## src/rtl/result_display.sv

```systemverilog
// 8-bit result to 3-digit BCD via double dabble, multiplexed onto a 7-segment display; LEADING_ZERO_BLANK_EN blanks leading zeros.
// Latency: strobe sampled at edge N gives bcd/bcd_ready in cycle N+9; a queued value restarts one cycle after completion.
// Backpressure: none; strobes while busy land in a one-entry pending register, last strobe wins.
module result_display #(
    parameter int unsigned REFRESH_DIV = 1024
) (
    input  logic        clock,
    input  logic        reset,
    input  logic [7:0]  value,
    input  logic        value_valid,
    output logic        busy,
    output logic        bcd_ready,
    output logic [11:0] bcd,
    output logic [6:0]  seg,
    output logic [2:0]  dig_sel
);

    typedef enum logic {IDLE, SHIFT} state_t;

    localparam logic [15:0] PRESC_MAX = 16'(REFRESH_DIV - 1);

    state_t      state_q, state_d;
    logic        restart_q, restart_d;
    logic [2:0]  cnt_q, cnt_d;
    logic [7:0]  bin_q, bin_d;
    logic [11:0] work_q, work_d;
    logic [11:0] bcd_q, bcd_d;
    logic        bcd_ready_q, bcd_ready_d;
    logic        pending_q, pending_d;
    logic [7:0]  pend_val_q, pend_val_d;
    logic [15:0] presc_q, presc_d;
    logic [1:0]  idx_q, idx_d;
    logic [6:0]  seg_q, seg_d;
    logic [2:0]  dig_sel_q, dig_sel_d;

    logic [11:0] adj;
    logic [19:0] shifted;
    logic [3:0]  digit;
    logic        blank;

    function automatic logic [3:0] add3(input logic [3:0] n);
        return (n >= 4'd5) ? n + 4'd3 : n;
    endfunction

    function automatic logic [6:0] decode(input logic [3:0] d);
        logic [6:0] s;
        case (d)
            4'd0:    s = 7'b0111111;
            4'd1:    s = 7'b0000110;
            4'd2:    s = 7'b1011011;
            4'd3:    s = 7'b1001111;
            4'd4:    s = 7'b1100110;
            4'd5:    s = 7'b1101101;
            4'd6:    s = 7'b1111101;
            4'd7:    s = 7'b0000111;
            4'd8:    s = 7'b1111111;
            4'd9:    s = 7'b1101111;
            default: s = 7'b0000000;
        endcase
        return s;
    endfunction

    // Conversion FSM: a restart cycle loads the pending value without passing through IDLE
    always_comb begin
        state_d     = state_q;
        restart_d   = restart_q;
        cnt_d       = cnt_q;
        bin_d       = bin_q;
        work_d      = work_q;
        bcd_d       = bcd_q;
        bcd_ready_d = 1'b0;
        pending_d   = pending_q;
        pend_val_d  = pend_val_q;
        adj         = {add3(work_q[11:8]), add3(work_q[7:4]), add3(work_q[3:0])};
        shifted     = {adj, bin_q} << 1;

        case (state_q)
            IDLE: begin
                if (value_valid) begin
                    state_d   = SHIFT;
                    bin_d     = value;
                    work_d    = 12'h000;
                    cnt_d     = 3'd0;
                    restart_d = 1'b0;
                end
            end
            SHIFT: begin
                if (restart_q) begin
                    bin_d     = pend_val_q;
                    work_d    = 12'h000;
                    cnt_d     = 3'd0;
                    restart_d = 1'b0;
                    if (value_valid) begin
                        pend_val_d = value;
                        pending_d  = 1'b1;
                    end
                end else begin
                    bin_d  = shifted[7:0];
                    work_d = shifted[19:8];
                    cnt_d  = cnt_q + 3'd1;
                    if (cnt_q == 3'd7) begin
                        bcd_d       = shifted[19:8];
                        bcd_ready_d = 1'b1;
                        if (pending_q || value_valid) begin
                            restart_d = 1'b1;
                            pending_d = 1'b0;
                            if (value_valid) pend_val_d = value;
                        end else begin
                            state_d = IDLE;
                        end
                    end else if (value_valid) begin
                        pend_val_d = value;
                        pending_d  = 1'b1;
                    end
                end
            end
            default: state_d = IDLE;
        endcase
    end

    always_comb begin
        presc_d = (presc_q == PRESC_MAX) ? 16'd0 : presc_q + 16'd1;
        idx_d   = idx_q;
        if (presc_q == PRESC_MAX) begin
            idx_d = (idx_q == 2'd2) ? 2'd0 : idx_q + 2'd1;
        end

        digit     = bcd_q[3:0];
        dig_sel_d = 3'b110;
        blank     = 1'b0;
        case (idx_d)
            2'd1: begin
                digit     = bcd_q[7:4];
                dig_sel_d = 3'b101;
`ifdef LEADING_ZERO_BLANK_EN
                blank     = (bcd_q[11:8] == 4'd0) && (bcd_q[7:4] == 4'd0);
`endif
            end
            2'd2: begin
                digit     = bcd_q[11:8];
                dig_sel_d = 3'b011;
`ifdef LEADING_ZERO_BLANK_EN
                blank     = (bcd_q[11:8] == 4'd0);
`endif
            end
            default: begin
                digit     = bcd_q[3:0];
                dig_sel_d = 3'b110;
            end
        endcase
        seg_d = blank ? 7'b0000000 : decode(digit);
    end

    always_ff @(posedge clock) begin
        if (!reset) begin
            state_q     <= IDLE;
            restart_q   <= 1'b0;
            cnt_q       <= 3'd0;
            bin_q       <= 8'h00;
            work_q      <= 12'h000;
            bcd_q       <= 12'h000;
            bcd_ready_q <= 1'b0;
            pending_q   <= 1'b0;
            pend_val_q  <= 8'h00;
            presc_q     <= 16'd0;
            idx_q       <= 2'd0;
            seg_q       <= 7'b0000000;
            dig_sel_q   <= 3'b110;
        end else begin
            state_q     <= state_d;
            restart_q   <= restart_d;
            cnt_q       <= cnt_d;
            bin_q       <= bin_d;
            work_q      <= work_d;
            bcd_q       <= bcd_d;
            bcd_ready_q <= bcd_ready_d;
            pending_q   <= pending_d;
            pend_val_q  <= pend_val_d;
            presc_q     <= presc_d;
            idx_q       <= idx_d;
            seg_q       <= seg_d;
            dig_sel_q   <= dig_sel_d;
        end
    end

    assign busy      = (state_q == SHIFT);
    assign bcd_ready = bcd_ready_q;
    assign bcd       = bcd_q;
    assign seg       = seg_q;
    assign dig_sel   = dig_sel_q;

endmodule

```

## config.mk

```make
export PLATFORM = sky130hd
export DESIGN_NAME = result_display
export DESIGN_NICKNAME = d
export VERILOG_FILES = /design/src/rtl/result_display.sv
export SDC_FILE = /design/constraint.sdc
export NUM_CORES = 1
export LEC_CHECK = 0
export CORE_MARGIN = 2
export CORE_UTILIZATION = 50
export DETAILED_ROUTE_END_ITERATION = 16
export HOLD_SLACK_MARGIN = 0.03
export PLACE_DENSITY = 0.71
export SLEW_MARGIN = 20
export SYNTH_ARGS = -nofsm -noshare
export SYNTH_HDL_FRONTEND = slang
export SYNTH_SLANG_ARGS = --single-unit
```

## constraint.sdc

```tcl
create_clock -name clock -period 5.15 [get_ports clock]
set_input_delay 0.7725 -clock clock [delete_from_list [all_inputs] [get_ports clock]]
set_output_delay 0.7725 -clock clock [all_outputs]
set_load 0.005 [all_outputs]
```

==> impl_metrics.tcl, run 1 <==
set metrics [dict create \
    power.clock.fraction_pct 45.2 \
    yosys_warnings 0 \
    cts_tree "done" \
    power.density_cell_area_nw_per_um2 293 \
    synth.ff_latch_count 75 \
    drt-wirelength-per-cell_um 13.9 \
    max_slew.worst_pin.slew_ns 0.993 \
    cts_num_sinks 75 \
    netlist_area_sq_um 3570 \
    start_kind "flop" \
    clkLatencyLatePin_ns 0.35 \
    critical_path_arrival_ns 3.87 \
    period_share_pct 70.0 \
    die_height_um 88.5 \
    grt_pass1_wl_mm 12.2 \
    timing_max_transition_violations_final 0 \
    path_buf_inv 2 \
    cts_resized 0 \
    cap_violations 0 \
    timing.max_slew.rel_slack_pct 33.6 \
    clock_buffers_created_by_tritoncts 9 \
    avgSynthCellArea_sq_um 9.10 \
    timing.critical_path.required_ns 5.42 \
    hold_ws_ns 0.470 \
    min_period_ns 3.60 \
    ant_nets 0 \
    switching_share_pct 22.2 \
    postPlaceCellArea_sq_um 3940 \
    area.growth.synth_to_final_pct 17.5 \
    global_route.overflow_total 0 \
    comb_power_share_pct 5.8 \
    post_route_setup_tns_ns 0 \
    outcome "completed" \
    final_weighted_congestion_in_routability_driven_placement 0.881 \
    power_report.internal_total_uw 954 \
    critical_path.endpoint_type "flop" \
    hpwl_mm 4.94 \
    synth_top_cell_by_area "sky130_fd_sc_hd__dfxtp_1" \
    hp-class "flop to flop" \
    cts-root-buf "sky130_fd_sc_hd__clkbuf_8" \
    synth-async-reset-ratio_pct 0 \
    path_class "flop to flop" \
    critical_path.most_common_cell "sky130_fd_sc_hd__ha_1" \
    chipWidth_um 88.5 \
    rsz0062_at_grt "no" \
    synth.top_cell.area_share_pct 42.1 \
    first_iter_violations 100 \
    worst_vdd_ir_mv 0.192 \
    postSynthCellCount 392 \
    timing.critical_path.max_delay_family "adder cells" \
    r2r_slack_ns 1.55 \
    post-cts-setup-buffer-count 0 \
    area_of_the_die_sq_um 7820 \
    timing.fmax_mhz 277 \
    worst_path_max_delay_cell "sky130_fd_sc_hd__ha_1" \
    report.final.setup_viol 0 \
    placementRows 30 \
    largest_net_degree_at_the_start_of_global_routing 63 \
    ctsHtreeMaxLevel 3 \
    start_util_pct 52.2 \
    timing.clock.skew_ns 0.00626 \
    crit_fanout 13 \
    layout.nets 447 \
    hold_violations 0 \
    timing.critical_path.cells "ha_1 -> and4_1 -> nand4_4 -> mux2i_2 -> inv_1 -> ha_1 -> mux2i_1 -> inv_1 -> ha_1 -> nand2_1 -> o21ai_0 -> a221o_1 -> o21ai_0" \
    ioPinCount 35 \
    critPathMaxStageDelay_ns 0.58 \
    grt_use_total_pct 20.0 \
    p_leak_uw 0.00160 \
    cts.path.max_buffers 2 \
    drive_gt1_share_pct 8.96 \
    switching_power_uw 272 \
    cts.clk_slew.worst_paths_ns 0.08 \
    placement.io_buffers 34 \
    dr.pass1.iters 4 \
    final_area_sq_um 4190 \
    yosysMostFrequentCell "sky130_fd_sc_hd__dfxtp_1" \
    synth_enable_flop_cells 0 \
    ant_diodes 0 \
    leading_register_cell_type_out_of_synthesis "sky130_fd_sc_hd__dfxtp_1" \
    detailroute.via_count 2773 \
    coreArea_sq_um 6830 \
    post_cts_hold_buffer_count 0 \
    synth_nets 420 \
    ys_seq_area_share_pct 42.1 \
    viasPerCell 5.33 \
    synth.cells.most_frequent "sky130_fd_sc_hd__dfxtp_1 (75), sky130_fd_sc_hd__nand2_1 (38), sky130_fd_sc_hd__nand3_1 (30)" \
    sequential_share_of_power_pct 49.1 \
    drt_drc_violations_left 0 \
    grt_pass1_vias 2650 \
    number_of_antenna_violations_at_the_first_check_in_global_routing 0 \
    layout.core_utilization_pct 61.3 \
    synth_area_leaders "sky130_fd_sc_hd__dfxtp_1 (42%), sky130_fd_sc_hd__ha_1 (6.0%), sky130_fd_sc_hd__nand3_1 (4.2%), sky130_fd_sc_hd__nand2_1 (4.0%), sky130_fd_sc_hd__o21ai_0 (3.8%)" \
    wl_mm 7.22 \
    post_synth_num_cell_types 45 \
]
sequential cells by signal, summed over array words and instances, names as in the netlist, 2 cells and up:
register / flops
cnt_q: 3
bin_q: 8
dig_sel: 3
seg: 7
presc_q: 16
idx_q: 2
pend_val_q: 8
bcd: 12
work_q: 12
through the flow:
stage	setup slack (ns)	power, uW	std cells
after floorplan	1.97	662	392
after global placement	1.77	685	504
after detailed placement	1.57	686	504
after CTS	1.55	1240	520
after global routing	1.17	1270	520
final	1.55	1230	520
power by group through the flow:
| stage | sequential (uW) | clock [uW] | combinational [uW] |
|---|---|---|---|
| after CTS | 602 | 566 | 71.1 |
| final | 601 | 553 | 70.6 |
| after global placement | 615 | 0 | 70.0 |
| after floorplan | 614 | 0 | 47.9 |
| after global routing | 603 | 591 | 79.2 |
| after detailed placement | 615 | 0 | 70.7 |
worst paths after layout:
path,startpoint,end,cells past startpoint
max reg2reg,presc_q[0]$_SDFF_PP0_,seg[6]$_SDFF_PN0_,13
min,pend_val_q[6]$_SDFFE_PN0P_,pend_val_q[6]$_SDFFE_PN0P_,2
min reg2reg,pend_val_q[6]$_SDFFE_PN0P_,pend_val_q[6]$_SDFFE_PN0P_,2
max,presc_q[0]$_SDFF_PP0_,seg[6]$_SDFF_PN0_,13
cell families (layout without fill, tap and decap cells):
family,count (synthesis),count (layout),synth area share [%]
compound gates,80,80,14.6
simple gates,147,147,21.7
xor+xnor,17,17,4.18
buf+inv,32,64,3.82
fa+ha+maj,17,17,5.96
flops,75,75,42.1
mux,24,24,7.68
cell type report:
cell class	count	area, sq um
clock buffer	9	124
tap	96	120
inverter	13	48.8
multi-input combinational	285	1930
clock inverter	7	124
fill	633	2640
timing repair buffer	35	343
sequential	75	1500
worst register-to-register path, stage by stage, from the launching register on:
cell	delay, ns
sky130_fd_sc_hd__dfxtp_1	0.37
sky130_fd_sc_hd__ha_1	0.21
sky130_fd_sc_hd__and4_1	0.33
sky130_fd_sc_hd__nand4_4	0.16
sky130_fd_sc_hd__mux2i_2	0.26
sky130_fd_sc_hd__inv_1	0.07
sky130_fd_sc_hd__ha_1	0.58
sky130_fd_sc_hd__mux2i_1	0.53
sky130_fd_sc_hd__inv_1	0.16
sky130_fd_sc_hd__ha_1	0.22
sky130_fd_sc_hd__nand2_1	0.06
sky130_fd_sc_hd__o21ai_0	0.08
sky130_fd_sc_hd__a221o_1	0.34
sky130_fd_sc_hd__o21ai_0	0.14
placed cells by master (no fill, tap or decap), types with 2 or more instances in the layout:
cell type and count:
sky130_fd_sc_hd__a21boi_0 14, sky130_fd_sc_hd__a21oi_1 11, sky130_fd_sc_hd__mux2_2 11, sky130_fd_sc_hd__nand4_1 6, sky130_fd_sc_hd__nor4_1 3, sky130_fd_sc_hd__nand2_1 38
sky130_fd_sc_hd__o21ai_0 27, sky130_fd_sc_hd__nand3_1 30, sky130_fd_sc_hd__mux2i_2 2, sky130_fd_sc_hd__o211a_1 7, sky130_fd_sc_hd__clkbuf_8 9, sky130_fd_sc_hd__xnor2_1 11
sky130_fd_sc_hd__nor3_1 9, sky130_fd_sc_hd__xor2_1 6, sky130_fd_sc_hd__and4_1 2, sky130_fd_sc_hd__o211ai_1 4, sky130_fd_sc_hd__inv_1 13, sky130_fd_sc_hd__o21ai_1 4
sky130_fd_sc_hd__nor2_1 24, sky130_fd_sc_hd__nor2b_1 9, sky130_fd_sc_hd__a22o_1 3, sky130_fd_sc_hd__inv_6 2, sky130_fd_sc_hd__a22oi_1 4, sky130_fd_sc_hd__a21o_1 2
sky130_fd_sc_hd__dfxtp_1 75, sky130_fd_sc_hd__bufinv_16 3, sky130_fd_sc_hd__nor3b_1 7, sky130_fd_sc_hd__and2_1 6, sky130_fd_sc_hd__mux2i_1 10, sky130_fd_sc_hd__and3_1 2
sky130_fd_sc_hd__nand2b_1 4, sky130_fd_sc_hd__ha_1 17, sky130_fd_sc_hd__clkdlybuf4s50_1 33
per-layer routing:
| metal | vias to the layer above | routed length [um] | track usage [%] |
|---|---|---|---|
| met5 | - | 0 | 0 |
| met4 | 0 | 120 | 6.75 |
| met3 | 8 | 169 | 4.29 |
| met2 | 38 | 3420 | 32.6 |
| met1 | 1303 | 3500 | 26.6 |
| li1 | 1424 | - | - |
Note: power is estimated with default switching activity, not from simulation.
==> run 2, diff against run 1 <==
clock period = 3.35 ns   (was 5.15 ns; I/O delays follow)
==> impl_metrics.tcl, run 2 (synthesis gave the netlist of run 1 again) <==
set metrics [dict create \
    final_weighted_congestion_in_routability_driven_placement 0.860 \
    postPlaceCellArea_sq_um 3980 \
    post_route_setup_tns_ns 0 \
    drt_drc_violations_left 0 \
    cts-root-buf "sky130_fd_sc_hd__clkbuf_8" \
    cp_num_cells 13 \
    clock_buffers_created_by_tritoncts 9 \
    timing.fmax_mhz 326 \
    ioPinCount 35 \
    hold_ws_ns 0.469 \
    grt_pass1_wl_mm 12.7 \
    regToRegEndpoint "seg[6]$_SDFF_PN0_" \
    worst_r2r_startpoint "presc_q[0]$_SDFF_PP0_" \
    most_frequent_standard_cell_in_the_layout_excluding_fill_and_tap_cells "sky130_fd_sc_hd__dfxtp_1" \
    drive_gt1_share_pct 9.79 \
    power.density_cell_area_nw_per_um2 404 \
    drt-wirelength-per-cell_um 13.8 \
    outcome "completed" \
    worstSetupStartpoint "presc_q[0]$_SDFF_PP0_" \
    worst_vdd_ir_mv 0.288 \
    endpoint "seg[6]$_SDFF_PN0_" \
    cts.clk_slew.worst_paths_ns 0.07 \
    final_cell_mix "sky130_fd_sc_hd__dfxtp_1 (75), sky130_fd_sc_hd__nand2_1 (38), sky130_fd_sc_hd__clkdlybuf4s50_1 (33)" \
    grt_pass1_vias 2751 \
    report.power.total_uw 1690 \
    r2r_slack_ns 0.28 \
    hold_violations 0 \
    path_buf_inv 1 \
    largest_net_degree_at_the_start_of_global_routing 38 \
    critical_path_arrival_ns 3.35 \
    clkLatencyLatePin_ns 0.35 \
    final_area_sq_um 4190 \
    crit_fanout 6 \
    coreArea_sq_um 6830 \
    path_class "flop to flop" \
    ctsHtreeMaxLevel 3 \
    critical_path.endpoint_type "flop" \
    cap_violations 0 \
    most_flop_heavy_register "presc_q" \
    cts_tree "done" \
    timing.clock.skew_ns 0.00767 \
    timing_max_transition_violations_final 0 \
    timing.max_slew.rel_slack_pct 46.6 \
    p_leak_uw 0.00160 \
    start_util_pct 52.2 \
    hpwl_mm 5.15 \
    rsz0062_at_grt "no" \
    timing.critical_path.max_delay_family "compound AO/OA/AOI/OAI gates" \
    post_cts_hold_buffer_count 0 \
    area_of_the_die_sq_um 7820 \
    layout.nets 452 \
    global_route.overflow_total 0 \
    start_kind "flop" \
    area.growth.synth_to_final_pct 17.5 \
    placement.io_buffers 34 \
    first_iter_violations 119 \
    worst-r2r-cell-count 13 \
    timing.critical_path.cells "ha_1 -> and4_4 -> nand4_4 -> mux2i_4 -> inv_1 -> ha_1 -> a22o_1 -> mux2_2 -> ha_1 -> nand2_1 -> o21ai_0 -> a221o_1 -> o21ai_0" \
    max_slew.worst_pin.slew_ns 0.798 \
    nFillCells 639 \
    placementRows 30 \
    ant_nets 0 \
    number_of_antenna_violations_at_the_first_check_in_global_routing 0 \
    chipWidth_um 88.5 \
    dpl.cell_count 509 \
    critical_path.most_common_cell "sky130_fd_sc_hd__ha_1" \
    cts_resized 0 \
    timing.critical_path.required_ns 3.63 \
    min_period_ns 3.07 \
    critPathMaxStageDelay_ns 0.38 \
    cts.path.max_buffers 2 \
    detailroute.via_count 2831 \
    largest_register_ff_count 16 \
    report.final.setup_viol 0 \
    wl_mm 7.27 \
    hp-class "flop to flop" \
    fin_cells 525 \
    period_share_pct 91.6 \
    dr.pass1.iters 4 \
    worst_path_max_delay_cell "sky130_fd_sc_hd__dfxtp_1" \
    post-cts-setup-buffer-count 0 \
    viasPerCell 5.39 \
    cts_num_sinks 75 \
    die_height_um 88.5 \
    ant_diodes 0 \
    grt_use_total_pct 20.8 \
]
run 2: cell types whose count changed in the layout (fill, tap and decap cells not counted), sizes merged:
cell,change
bufinv,-3
buf,+5
inv,-2
clkinvlp,-1
clkbuf,+6
run 2: layout make-up:
type                       instances  area [sq um]  share of cell area, %
clock inverter                     1          5.00                  0.119
sequential                        75          1500                   35.8
inverter                          13          48.8                   1.16
tap                               96           120                   2.87
timing repair buffer              40           380                   9.08
multi-input combinational        285          1950                   46.5
clock buffer                      15           186                   4.45
run 2: worst min path at each step:
stage | from | endpoint | slack, ns | cells after the start
final | pend_val_q[0]$_SDFFE_PN0P_ | pend_val_q[0]$_SDFFE_PN0P_ | 0.47 | 2
after global placement | presc_q[0]$_SDFF_PP0_ | presc_q[0]$_SDFF_PP0_ | 0.45 | 1
after CTS | pend_val_q[6]$_SDFFE_PN0P_ | pend_val_q[6]$_SDFFE_PN0P_ | 0.47 | 2
after floorplan | presc_q[0]$_SDFF_PP0_ | presc_q[0]$_SDFF_PP0_ | 0.43 | 1
after detailed placement | presc_q[0]$_SDFF_PP0_ | presc_q[0]$_SDFF_PP0_ | 0.45 | 1
after global routing | pend_val_q[6]$_SDFFE_PN0P_ | pend_val_q[6]$_SDFFE_PN0P_ | 0.50 | 2
run 2: per-layer routing:
layer	routed length (um)	global-route usage, %	share of wire [%]	vias to the layer above
li1	-	-	-	1438
met1	3250	24.9	45	1314
met2	3600	35.5	50	65
met3	284	6.16	3.9	14
met4	136	7.44	1.9	0
met5	0	0	0	-
run 2: worst min-delay path, delay by kind of cell, from the launching register on:
kind | cells | cell delay [ns]
flip-flops | 1 | 0.31
AO/OA/AOI/OAI | 1 | 0.06
AND/OR/NAND/NOR | 1 | 0.05
run 2: power breakdown:
group          internal, uW  total [uW]  leakage [uW]  switching [uW]
Combinational          54.6         112      0.000894            57.3
Sequential              914         925      0.000610            11.9
Clock                   350         657     0.0000997             307
Total                  1320        1690       0.00160             377
run 2: stage by stage:
step	setup WS, ns	util [%]
after detailed placement	0.205	58.2
final	0.282	61.3
after global routing	0.000276	61.3
after global placement	0.339	58.2
after floorplan	0.169	-
after CTS	0.177	61.0
